[src/rtl/i2c_arb_pkg.sv]
// Shared definitions for the I2C master arbiter.
// Contents: the FSM state encoding, the command field widths, and a clog2
// helper that sizes the grant index and the internal counters.
package i2c_arb_pkg;

  localparam int ADDR_W  = 7;
  localparam int NBYTE_W = 5;
  localparam int DATA_W  = 8;

  typedef enum logic [2:0] {
    ST_IDLE  = 3'd0,
    ST_LATCH = 3'd1,
    ST_START = 3'd2,
    ST_XFER  = 3'd3,
    ST_GAP   = 3'd4
  } arb_state_t;

  // Returns the smallest r such that 2**r >= value. It returns 0 for value <= 1.
  function automatic int clog2(input int value);
    int r;
    r = 0;
    for (int i = 0; i < 31; i++) begin
      if (value > (32'sd1 <<< i)) begin
        r = i + 1;
      end else begin
        r = r;
      end
    end
    return r;
  endfunction

endpackage

[src/rtl/i2c_rr_pick.sv]
// Combinational round-robin selector.
// It searches i_req starting at index i_rr+1 and moves upward, wrapping
// around past the top index. It returns the first requesting index.
// Ports:
//   i_req   [NREQ]  request vector
//   i_rr    [IDX_W] index granted last time (lowest priority this round)
//   o_idx   [IDX_W] selected index (0 when nothing requests)
//   o_found         high when any request is present
module i2c_rr_pick #(
  parameter int NREQ  = 2,
  parameter int IDX_W = 1
) (
  input  logic [NREQ-1:0]  i_req,
  input  logic [IDX_W-1:0] i_rr,
  output logic [IDX_W-1:0] o_idx,
  output logic             o_found
);

  localparam int SUM_W = IDX_W + 1;

  logic [SUM_W-1:0] w_sum;
  logic [IDX_W-1:0] w_cand;

  // Walk the candidates from farthest to nearest, so the nearest requester after rr wins
  always_comb begin
    o_idx   = {IDX_W{1'b0}};
    o_found = 1'b0;
    w_sum   = {SUM_W{1'b0}};
    w_cand  = {IDX_W{1'b0}};
    for (int k = NREQ; k >= 1; k--) begin
      w_sum   = {1'b0, i_rr} + SUM_W'(k);
      // The sum is below 2*NREQ, so one conditional subtract does the modulo
      w_cand  = (w_sum >= SUM_W'(NREQ)) ? IDX_W'(w_sum - SUM_W'(NREQ)) : w_sum[IDX_W-1:0];
      o_idx   = i_req[w_cand] ? w_cand : o_idx;
      o_found = o_found | i_req[w_cand];
    end
  end

endmodule

[src/rtl/i2c_master_arbiter.sv]
// Round-robin arbiter that shares one I2C master core between NREQ clients.
// In IDLE it grants one client. It then latches that client's command,
// strobes the core enable and steers the write pops and read strobes.
// A transaction ends in one of two ways:
//   - a rising edge on the core's free level for the current direction, or
//   - the watchdog expiring.
// A fixed idle gap is enforced before the next grant.
// Ports:
//   clk, rst_n                      clock, async active-low reset
//   req/req_rw/req_addr/req_nbyte   per-client request and command fields
//   req_wdata                       per-client show-ahead write byte
//   wdata_pop/rvalid/done/err       one-hot per-client pulses
//   rdata                           read byte broadcast to all clients
//   busy                            high from grant until back in IDLE
//   core_ena/core_rw/core_addr/core_nbyte/core_wdata   command to the core
//   core_req_w/core_valid/core_rdata/core_free_w/core_free_r  status from the core
module i2c_master_arbiter
  import i2c_arb_pkg::*;
#(
  parameter int NREQ    = 2,
  parameter int TIMEOUT = 4096,
  parameter int BUS_GAP = 8
) (
  input  logic                    clk,
  input  logic                    rst_n,
  input  logic [NREQ-1:0]         req,
  input  logic [NREQ-1:0]         req_rw,
  input  logic [ADDR_W*NREQ-1:0]  req_addr,
  input  logic [NBYTE_W*NREQ-1:0] req_nbyte,
  input  logic [DATA_W*NREQ-1:0]  req_wdata,
  output logic [NREQ-1:0]         wdata_pop,
  output logic [DATA_W-1:0]       rdata,
  output logic [NREQ-1:0]         rvalid,
  output logic [NREQ-1:0]         done,
  output logic [NREQ-1:0]         err,
  output logic                    busy,
  output logic                    core_ena,
  output logic                    core_rw,
  output logic [ADDR_W-1:0]       core_addr,
  output logic [NBYTE_W-1:0]      core_nbyte,
  output logic [DATA_W-1:0]       core_wdata,
  input  logic                    core_req_w,
  input  logic                    core_valid,
  input  logic [DATA_W-1:0]       core_rdata,
  input  logic                    core_free_w,
  input  logic                    core_free_r
);

  localparam int GNT_W = clog2(NREQ);
  localparam int WD_W  = clog2(TIMEOUT) + 1;
  localparam int GAP_W = clog2(BUS_GAP) + 1;

  arb_state_t          r_state;
  arb_state_t          w_next_state;
  logic [GNT_W-1:0]    r_gnt;
  logic [GNT_W-1:0]    r_rr;
  logic [WD_W-1:0]     r_wdog;
  logic [GAP_W-1:0]    r_gap;
  logic                r_free_w_d;
  logic                r_free_r_d;
  logic                r_core_ena;
  logic                r_core_rw;
  logic [ADDR_W-1:0]   r_core_addr;
  logic [NBYTE_W-1:0]  r_core_nbyte;
  logic [DATA_W-1:0]   r_rdata;
  logic [NREQ-1:0]     r_rvalid;
  logic [NREQ-1:0]     r_done;
  logic [NREQ-1:0]     r_err;

  logic [GNT_W-1:0]    w_pick_idx;
  logic                w_pick_found;
  logic [NREQ-1:0]     w_gnt_oh;
  logic [ADDR_W-1:0]   w_addr_arr  [NREQ];
  logic [NBYTE_W-1:0]  w_nbyte_arr [NREQ];
  logic [DATA_W-1:0]   w_wdata_arr [NREQ];
  logic                w_zero_len;
  logic                w_complete;
  logic                w_timeout;
  logic                w_gap_end;
  logic                w_busy;
  logic [DATA_W-1:0]   w_core_wdata;
  logic [NREQ-1:0]     w_wdata_pop;

  for (genvar gi = 0; gi < NREQ; gi++) begin : g_unpack
    assign w_addr_arr[gi]  = req_addr[gi*ADDR_W +: ADDR_W];
    assign w_nbyte_arr[gi] = req_nbyte[gi*NBYTE_W +: NBYTE_W];
    assign w_wdata_arr[gi] = req_wdata[gi*DATA_W +: DATA_W];
  end

  i2c_rr_pick #(
    .NREQ  (NREQ),
    .IDX_W (GNT_W)
  ) u_pick (
    .i_req   (req),
    .i_rr    (r_rr),
    .o_idx   (w_pick_idx),
    .o_found (w_pick_found)
  );

  assign w_gnt_oh   = {{(NREQ-1){1'b0}}, 1'b1} << r_gnt;
  assign w_zero_len = (w_nbyte_arr[r_gnt] == {NBYTE_W{1'b0}});
  // Only the free level for the latched direction can finish the transfer
  assign w_complete = r_core_rw ? (core_free_r & ~r_free_r_d) : (core_free_w & ~r_free_w_d);
  // Next increment reaches TIMEOUT-1, so the error shows TIMEOUT cycles after core_ena
  assign w_timeout  = (r_wdog == WD_W'(TIMEOUT - 2));
  assign w_gap_end  = (r_gap == GAP_W'(BUS_GAP - 1));

  // FSM state register
  always_ff @(posedge clk or negedge rst_n) begin
    if (!rst_n) begin
      r_state <= ST_IDLE;
    end else begin
      r_state <= w_next_state;
    end
  end

  // FSM next-state logic
  always_comb begin
    w_next_state = r_state;
    case (r_state)
      ST_IDLE: begin
        if (w_pick_found) w_next_state = ST_LATCH;
        else              w_next_state = ST_IDLE;
      end
      ST_LATCH: begin
        if (w_zero_len) w_next_state = ST_GAP;
        else            w_next_state = ST_START;
      end
      ST_START: begin
        w_next_state = ST_XFER;
      end
      ST_XFER: begin
        if (w_complete || w_timeout) w_next_state = ST_GAP;
        else                         w_next_state = ST_XFER;
      end
      ST_GAP: begin
        if (w_gap_end) w_next_state = ST_IDLE;
        else           w_next_state = ST_GAP;
      end
      default: begin
        w_next_state = ST_IDLE;
      end
    endcase
  end

  // FSM output decode: busy, write-byte mux and the same-cycle write pop
  always_comb begin
    w_busy       = (r_state != ST_IDLE);
    w_core_wdata = {DATA_W{1'b0}};
    w_wdata_pop  = {NREQ{1'b0}};
    if (w_busy) w_core_wdata = w_wdata_arr[r_gnt];
    else        w_core_wdata = {DATA_W{1'b0}};
    if ((r_state == ST_XFER) && !r_core_rw && core_req_w) w_wdata_pop = w_gnt_oh;
    else                                                   w_wdata_pop = {NREQ{1'b0}};
  end

  // Grant index and round-robin pointer, captured when IDLE accepts a request
  always_ff @(posedge clk or negedge rst_n) begin
    if (!rst_n) begin
      r_gnt <= {GNT_W{1'b0}};
      r_rr  <= GNT_W'(NREQ - 1);
    end else if ((r_state == ST_IDLE) && w_pick_found) begin
      r_gnt <= w_pick_idx;
      r_rr  <= w_pick_idx;
    end
  end

  // Command latch from the granted client
  always_ff @(posedge clk or negedge rst_n) begin
    if (!rst_n) begin
      r_core_rw    <= 1'b0;
      r_core_addr  <= {ADDR_W{1'b0}};
      r_core_nbyte <= {NBYTE_W{1'b0}};
    end else if (r_state == ST_LATCH) begin
      r_core_rw    <= req_rw[r_gnt];
      r_core_addr  <= w_addr_arr[r_gnt];
      r_core_nbyte <= w_nbyte_arr[r_gnt];
    end
  end

  // Watchdog (cleared in START, counts XFER cycles) and idle-gap counter
  always_ff @(posedge clk or negedge rst_n) begin
    if (!rst_n) begin
      r_wdog <= {WD_W{1'b0}};
      r_gap  <= {GAP_W{1'b0}};
    end else begin
      if (r_state == ST_START)     r_wdog <= {WD_W{1'b0}};
      else if (r_state == ST_XFER) r_wdog <= r_wdog + WD_W'(1);
      if (r_state == ST_GAP) r_gap <= r_gap + GAP_W'(1);
      else                   r_gap <= {GAP_W{1'b0}};
    end
  end

  // Registered strobes, read-data capture and free-level history
  always_ff @(posedge clk or negedge rst_n) begin
    if (!rst_n) begin
      r_core_ena <= 1'b0;
      r_done     <= {NREQ{1'b0}};
      r_err      <= {NREQ{1'b0}};
      r_rvalid   <= {NREQ{1'b0}};
      r_rdata    <= {DATA_W{1'b0}};
      r_free_w_d <= 1'b0;
      r_free_r_d <= 1'b0;
    end else begin
      r_free_w_d <= core_free_w;
      r_free_r_d <= core_free_r;
      r_core_ena <= (r_state == ST_LATCH) && !w_zero_len;
      r_done     <= ((r_state == ST_XFER) && w_complete) ? w_gnt_oh : {NREQ{1'b0}};
      // Completion takes priority over a coincident timeout
      r_err      <= (((r_state == ST_LATCH) && w_zero_len) ||
                     ((r_state == ST_XFER) && !w_complete && w_timeout)) ? w_gnt_oh : {NREQ{1'b0}};
      if ((r_state == ST_XFER) && r_core_rw && core_valid) begin
        r_rvalid <= w_gnt_oh;
        r_rdata  <= core_rdata;
      end else begin
        r_rvalid <= {NREQ{1'b0}};
      end
    end
  end

  assign busy       = w_busy;
  assign core_ena   = r_core_ena;
  assign core_rw    = r_core_rw;
  assign core_addr  = r_core_addr;
  assign core_nbyte = r_core_nbyte;
  assign core_wdata = w_core_wdata;
  assign wdata_pop  = w_wdata_pop;
  assign rdata      = r_rdata;
  assign rvalid     = r_rvalid;
  assign done       = r_done;
  assign err        = r_err;

endmodule

[config.mk]
export PLATFORM = sky130hd
export DESIGN_NAME = i2c_master_arbiter
export DESIGN_NICKNAME = d
export VERILOG_FILES = /design/src/rtl/i2c_arb_pkg.sv /design/src/rtl/i2c_rr_pick.sv /design/src/rtl/i2c_master_arbiter.sv
export SDC_FILE = /design/constraint.sdc
export NUM_CORES = 1
export LEC_CHECK = 0
export CAP_MARGIN = 20
export CORE_ASPECT_RATIO = 1.5
export CORE_MARGIN = 2
export CORE_UTILIZATION = 44
export CTS_BUF_LIST = sky130_fd_sc_hd__clkbuf_4 sky130_fd_sc_hd__clkbuf_8
export DETAILED_ROUTE_END_ITERATION = 7
export PLACE_DENSITY = 0.8
export RECOVER_POWER = 25
export SLEW_MARGIN = 20
export SYNTH_ARGS = -nofsm -noshare
export SYNTH_HDL_FRONTEND = slang
export SYNTH_HIERARCHICAL = 1
export SYNTH_SLANG_ARGS = --single-unit
[constraint.sdc]
create_clock -name clk -period 4.2 [get_ports clk]
set_input_delay 0.84 -clock clk [delete_from_list [all_inputs] [get_ports clk]]
set_output_delay 0.84 -clock clk [all_outputs]
set_load 0.02 [all_outputs]
# After elaboration in Yosys (flattened, before gate mapping)
# Index checks and enable logic that the tools add are counted.
# W data, S select, Z words.
# op_classes
addsub,6
n_mul,0
div,0
magnitude_cmp,6
eq_ne,6
shift,1
n_mux,33
bitwise,6
reduce_logical,19
# op_table
operator,count
$mux W8,4
$mux W13,2
$mux W7,3
$mux W5,3
$pmux W3 S5,1
$add A13 B1 Y13 const B,1
$eq A13 B12 Y1 const B,1
$mux W1,12
$logic_and A1 B1 Y1,10
$mux W3,3
$mux W2,4
$eq A3 B2 Y1 const B,2
$ge A2 B2 Y1 const B,3
$lt A1 B2 Y1 const B,3
$logic_not A5 Y1,1
$add A4 B1 Y4 const B,1
$eq A4 B3 Y1 const B,1
$mux W4,1
$eq A3 B1 Y1 const B,1
$eq A3 B3 Y1 const B,1
$logic_not A1 Y1,3
$logic_not A3 Y1,1
$reduce_bool A3 Y1,1
$add A1 B1 Y2 const B,1
other kinds (9),13
# word_totals
ff_bits,52
latch_bits,0
ramBits,0
rom_bits,0
inputBits,58
out_inout_bits,39
elab_cells,92
mem_count,0

# Longest topological paths before layout
# logic_depth
word_depth,8
mapped_depth,7
mapped_depth_nobuf,6

# Cells and area by module
# The synthesis kept the hierarchy.
# by_module_without_submodules
module,instances,cells_per_inst,area_per_inst_um2,seq_area_each_um2
i2c_master_arbiter,1,233,2514.9,1302.5
i2c_rr_pick,1,2,13.8,0.0

# Worst setup path after synthesis
# Ideal clock, no wire load.
# synth_timing
kind,flip-flop to output port
start,register r_state[1]
end,output wdata_pop[0]
arrival_time_ps,1614
setup_slack_ps,1746
stages_incl_launch_ff,5
path_cell_list,dfrtp_1 buf_2 nor2b_1 nand2_1 nor4b_1
# synth_via
elab_chain_cells,4
# synth_rtl
element,line_no,text
start: declaration,i2c_master_arbiter.sv:53,arb_state_t r_state;
start signal: assignment,i2c_master_arbiter.sv:113,r_state <= w_next_state;
$eq A3 B2 Y1,i2c_master_arbiter.sv:153,if ((r_state == ST_XFER) && !r_core_rw && core_req_w) w_wdata_pop = w_gnt_oh;
$logic_and A1 B1 Y1 (2 in series),i2c_master_arbiter.sv:153,
$mux W2,i2c_master_arbiter.sv:153,
end: declaration,i2c_master_arbiter.sv:31,"output logic [NREQ-1:0] wdata_pop,"
# No other way between the ends.

# Worst setup path after layout
# Same ends and word-level chain as after synthesis.

==> summary.txt <==
Yosys
  • Most common cell in the synthesized netlist: dfrtp_1
  • Synth Net Count: 296
  • Post-synth top cells: dfrtp_1, nand2_1, mux2i_1, nor2_1, o21ai_0
  • Synth unique cells: 47
  • FF+latch count, synth: 52
  • Yosys top cell area share: 50.47%
  • Ranking of synthesized cells by area: dfrtp_1, mux2i_1, mux2_2
  • Syn Inst Count: 235
  • Syn Area/Cell: 10.76 sq um
  • Number of flops mapped to enable cells by yosys: 0
  • Sequential area share after synthesis: 51.51%
  • Async SR Flop Fraction: 100.0%
  • Top FF cell, synth: dfrtp_1
  • Synthesized area: 2529 sq um
  • Synthesis Warnings: 6
  • Synth area leader: dfrtp_1

Setup path
  • CP startpoint kind: flop
  • CP bufs+invs: 1
  • CP max stage delay: 0.67 ns
  • Crit. End Element: output pin
  • Crit path DAT: 2.40 ns
  • Slowest CP cell: clkdlybuf4s50_1
  • Crit Path Max Fanout: 9
  • Critical R2R Launch: r_gnt
  • Top delay family on crit path: simple AND/OR/NAND/NOR gates
  • Crit-path cells: nor2b_1 -> nand2_1 -> nor4b_1 -> clkdlybuf4s50_1
  • CP required: 3.36 ns
  • Crit. Startpoint: r_state[1]
  • Critical path class: reg -> out

Drt
  • Residual DRC: 0
  • First-pass DRT Iterations: 4
  • Via-to-Cell Ratio: 5.190
  • DR vias: 2076
  • Drt total wl: 5706 um
  • Initial DRC Count: 47
  • DRT antenna net count: 0
  • WL/cell: 14.27 um

STA
  • Period utilization: 77.24%
  • RSZ-0062 raised after global routing: false
  • Slew headroom: -78.26%
  • Post-layout min period: 3.244 ns
  • Clock Skews: 0.008069 ns
  • Actual slew at the worst max-slew pin: 2.674 ns
  • Setup tns final: 0 ns
  • Max Clock Freq: 308.3 MHz
  • Crit path setup slack, layout: 0.9561 ns
  • Slew Limit Fails: 53
  • Endpoints failing setup: 0
  • Hold violation count in the final report: 0

Global routing
  • Largest net degree at the start of global routing: 53
  • Initial antenna violation count: 0
  • All-Layer GR Usage: 18.77%
  • Number of global-route vias before repair: 1990
  • Global-route wire length before repair: 9432 um
  • Total gr overflow: 0

Status
  • Status: finished, violations left
  • Failing checks: capacitance limit, slew limit

Clock network
  • Root buf cell: clkbuf_8
  • Number of buffers created by CTS: 5
  • Maximum buffer depth of the clock tree: 2
  • Clk slew on worst S/H paths: 0.09 ns
  • Post-CTS sizing: 0
  • Cts hold-fix bufs: 0
  • Worst-Skew Late Latency: 0.30 ns
  • CTS tree: done
  • H-tree Lvls: 2
  • Post-CTS Setup Inserts: 0
  • Clock sink count: 52

Floorplanning
  • Core footprint: 5492 sq um
  • Initial core utilization: 46.05%
  • # rows: 33
  • Die Y: 96.85 um
  • Die area: 6382 sq um
  • Top Ports: 97
  • Die Wd: 65.90 um

Worst hold path
  • Hold Crit Start: r_gap[0]
  • HP Class: reg -> reg

Finish
  • Synthesis-to-layout area growth: 42.80%
  • # fillers: 456
  • FF+latch area: 1303 sq um
  • # diodes: 0
  • Layout cell share with drive strength beyond 1: 9.394%
  • Multi-input gate area: 1121 sq um
  • # nets final: 390

Power and ir drop
  • Leak Pwr: 0.001520 uW
  • IR drop worst, VDD: 0.0002696 V
  • Power Density: 614.2 nW/um^2

Place
  • Gpl congestion: 0.7935
  • PortBufs: 96
  • Pre-CTS setup slack: 1.125 ns
  • HPWL Detailed: 4344 um

Flow run
  • MaxCap Viol Count: 1
cell usage in the layout (no fill, tap or decap), types with 2 or more instances in the layout:
cell and n:
nand2_1 30, o31ai_1 4, or3_1 2, a21oi_1 4, dfrtp_1 51, nor2_1 21
and3_1 3, o21ai_0 12, clkdlybuf4s50_1 93, nor4_1 4, inv_1 4, xnor2_1 4
nand3_1 7, ha_1 3, a211oi_1 2, nor2b_1 3, nor4b_1 2, o21ai_2 6
nor3_1 4, o311ai_0 2, dlygate4sd3_1 2, mux2i_1 21, o21ai_1 3, a21o_1 2
clkbuf_8 5, mux2_2 10
kinds of logic (layout without fill, tap and decap cells):
group                      Yosys count  after routing  share of synthesized area (%)
muxes                               31             31                          12.77
adders and majority gates            3              3                          1.485
xor gates and xnor gates             5              5                          1.732
DFF                                 52             52                          51.51
and+or+nand+nor                     87             87                          17.32
AOI/OAI and AO/OA                   41             41                          11.03
buffers and inverters               16            111                          4.156
per-layer routing:
metal,vias to the layer above,part of all wire [%],global-route usage [%]
met4,0,2.1,7.372
met1,981,40,22.85
li1,1017,-,-
met5,-,0,0
met2,70,51,31.55
met3,8,7.0,4.186
layout make-up:
cell class,count,share of cell area [%]
timing repair buffer,98,26.78
clock buffer,5,1.906
clock inverter,3,1.178
sequential,52,36.07
tap,70,2.426
inverter,5,0.5891
multi-input combinational,167,31.05
registers in the layout, summed over array words and instances (netlist names):
signal / count
r_wdog: 13
err: 2
done: 2
r_gnt: 1
r_gap: 4
r_state: 3
r_free_r_d: 1
core_rw: 1
r_rr: 1
core_addr: 7
r_free_w_d: 1
core_ena: 1
rdata: 8
core_nbyte: 5
rvalid: 2
path summary, 6_finish.rpt:
kind,end,slack (ns),depth (start not counted)
max,wdata_pop[0],0.96,4
min,r_gap[0],0.47,1
max reg2reg,err[1],2.06,5
min reg2reg,r_gap[0],0.47,1
max in group asynchronous,core_addr[5],1.21,2
min in group asynchronous,r_wdog[12],1.45,2
per-stage QoR:
step           instance area (sq um)  hold WS, ns  total power, uW  cells  util (%)
6_report                        3611       0.4654             2218    400     65.76
5_1_grt                         3611       0.5000             2369    400     65.76
4_1_cts                         3615       0.4695             2244    400     65.82
3_5_place_dp                    3503       0.4568             1910    392     63.80
3_3_place_gp                    3503       0.4506             1881    392     63.80
2_1_floorplan                   2529       0.4312             1481    235         -
where the power goes:
| group | switching (uW) | leakage [uW] | total [uW] | internal (uW) |
|---|---|---|---|---|
| clock | 157 | 0.0000541 | 333 | 176 |
| combinational | 550 | 0.000797 | 1080 | 528 |
| sequential | 155 | 0.000669 | 807 | 652 |
| total | 862 | 0.00152 | 2220 | 1360 |
No activity file was read; power rests on OpenSTA's default activity.
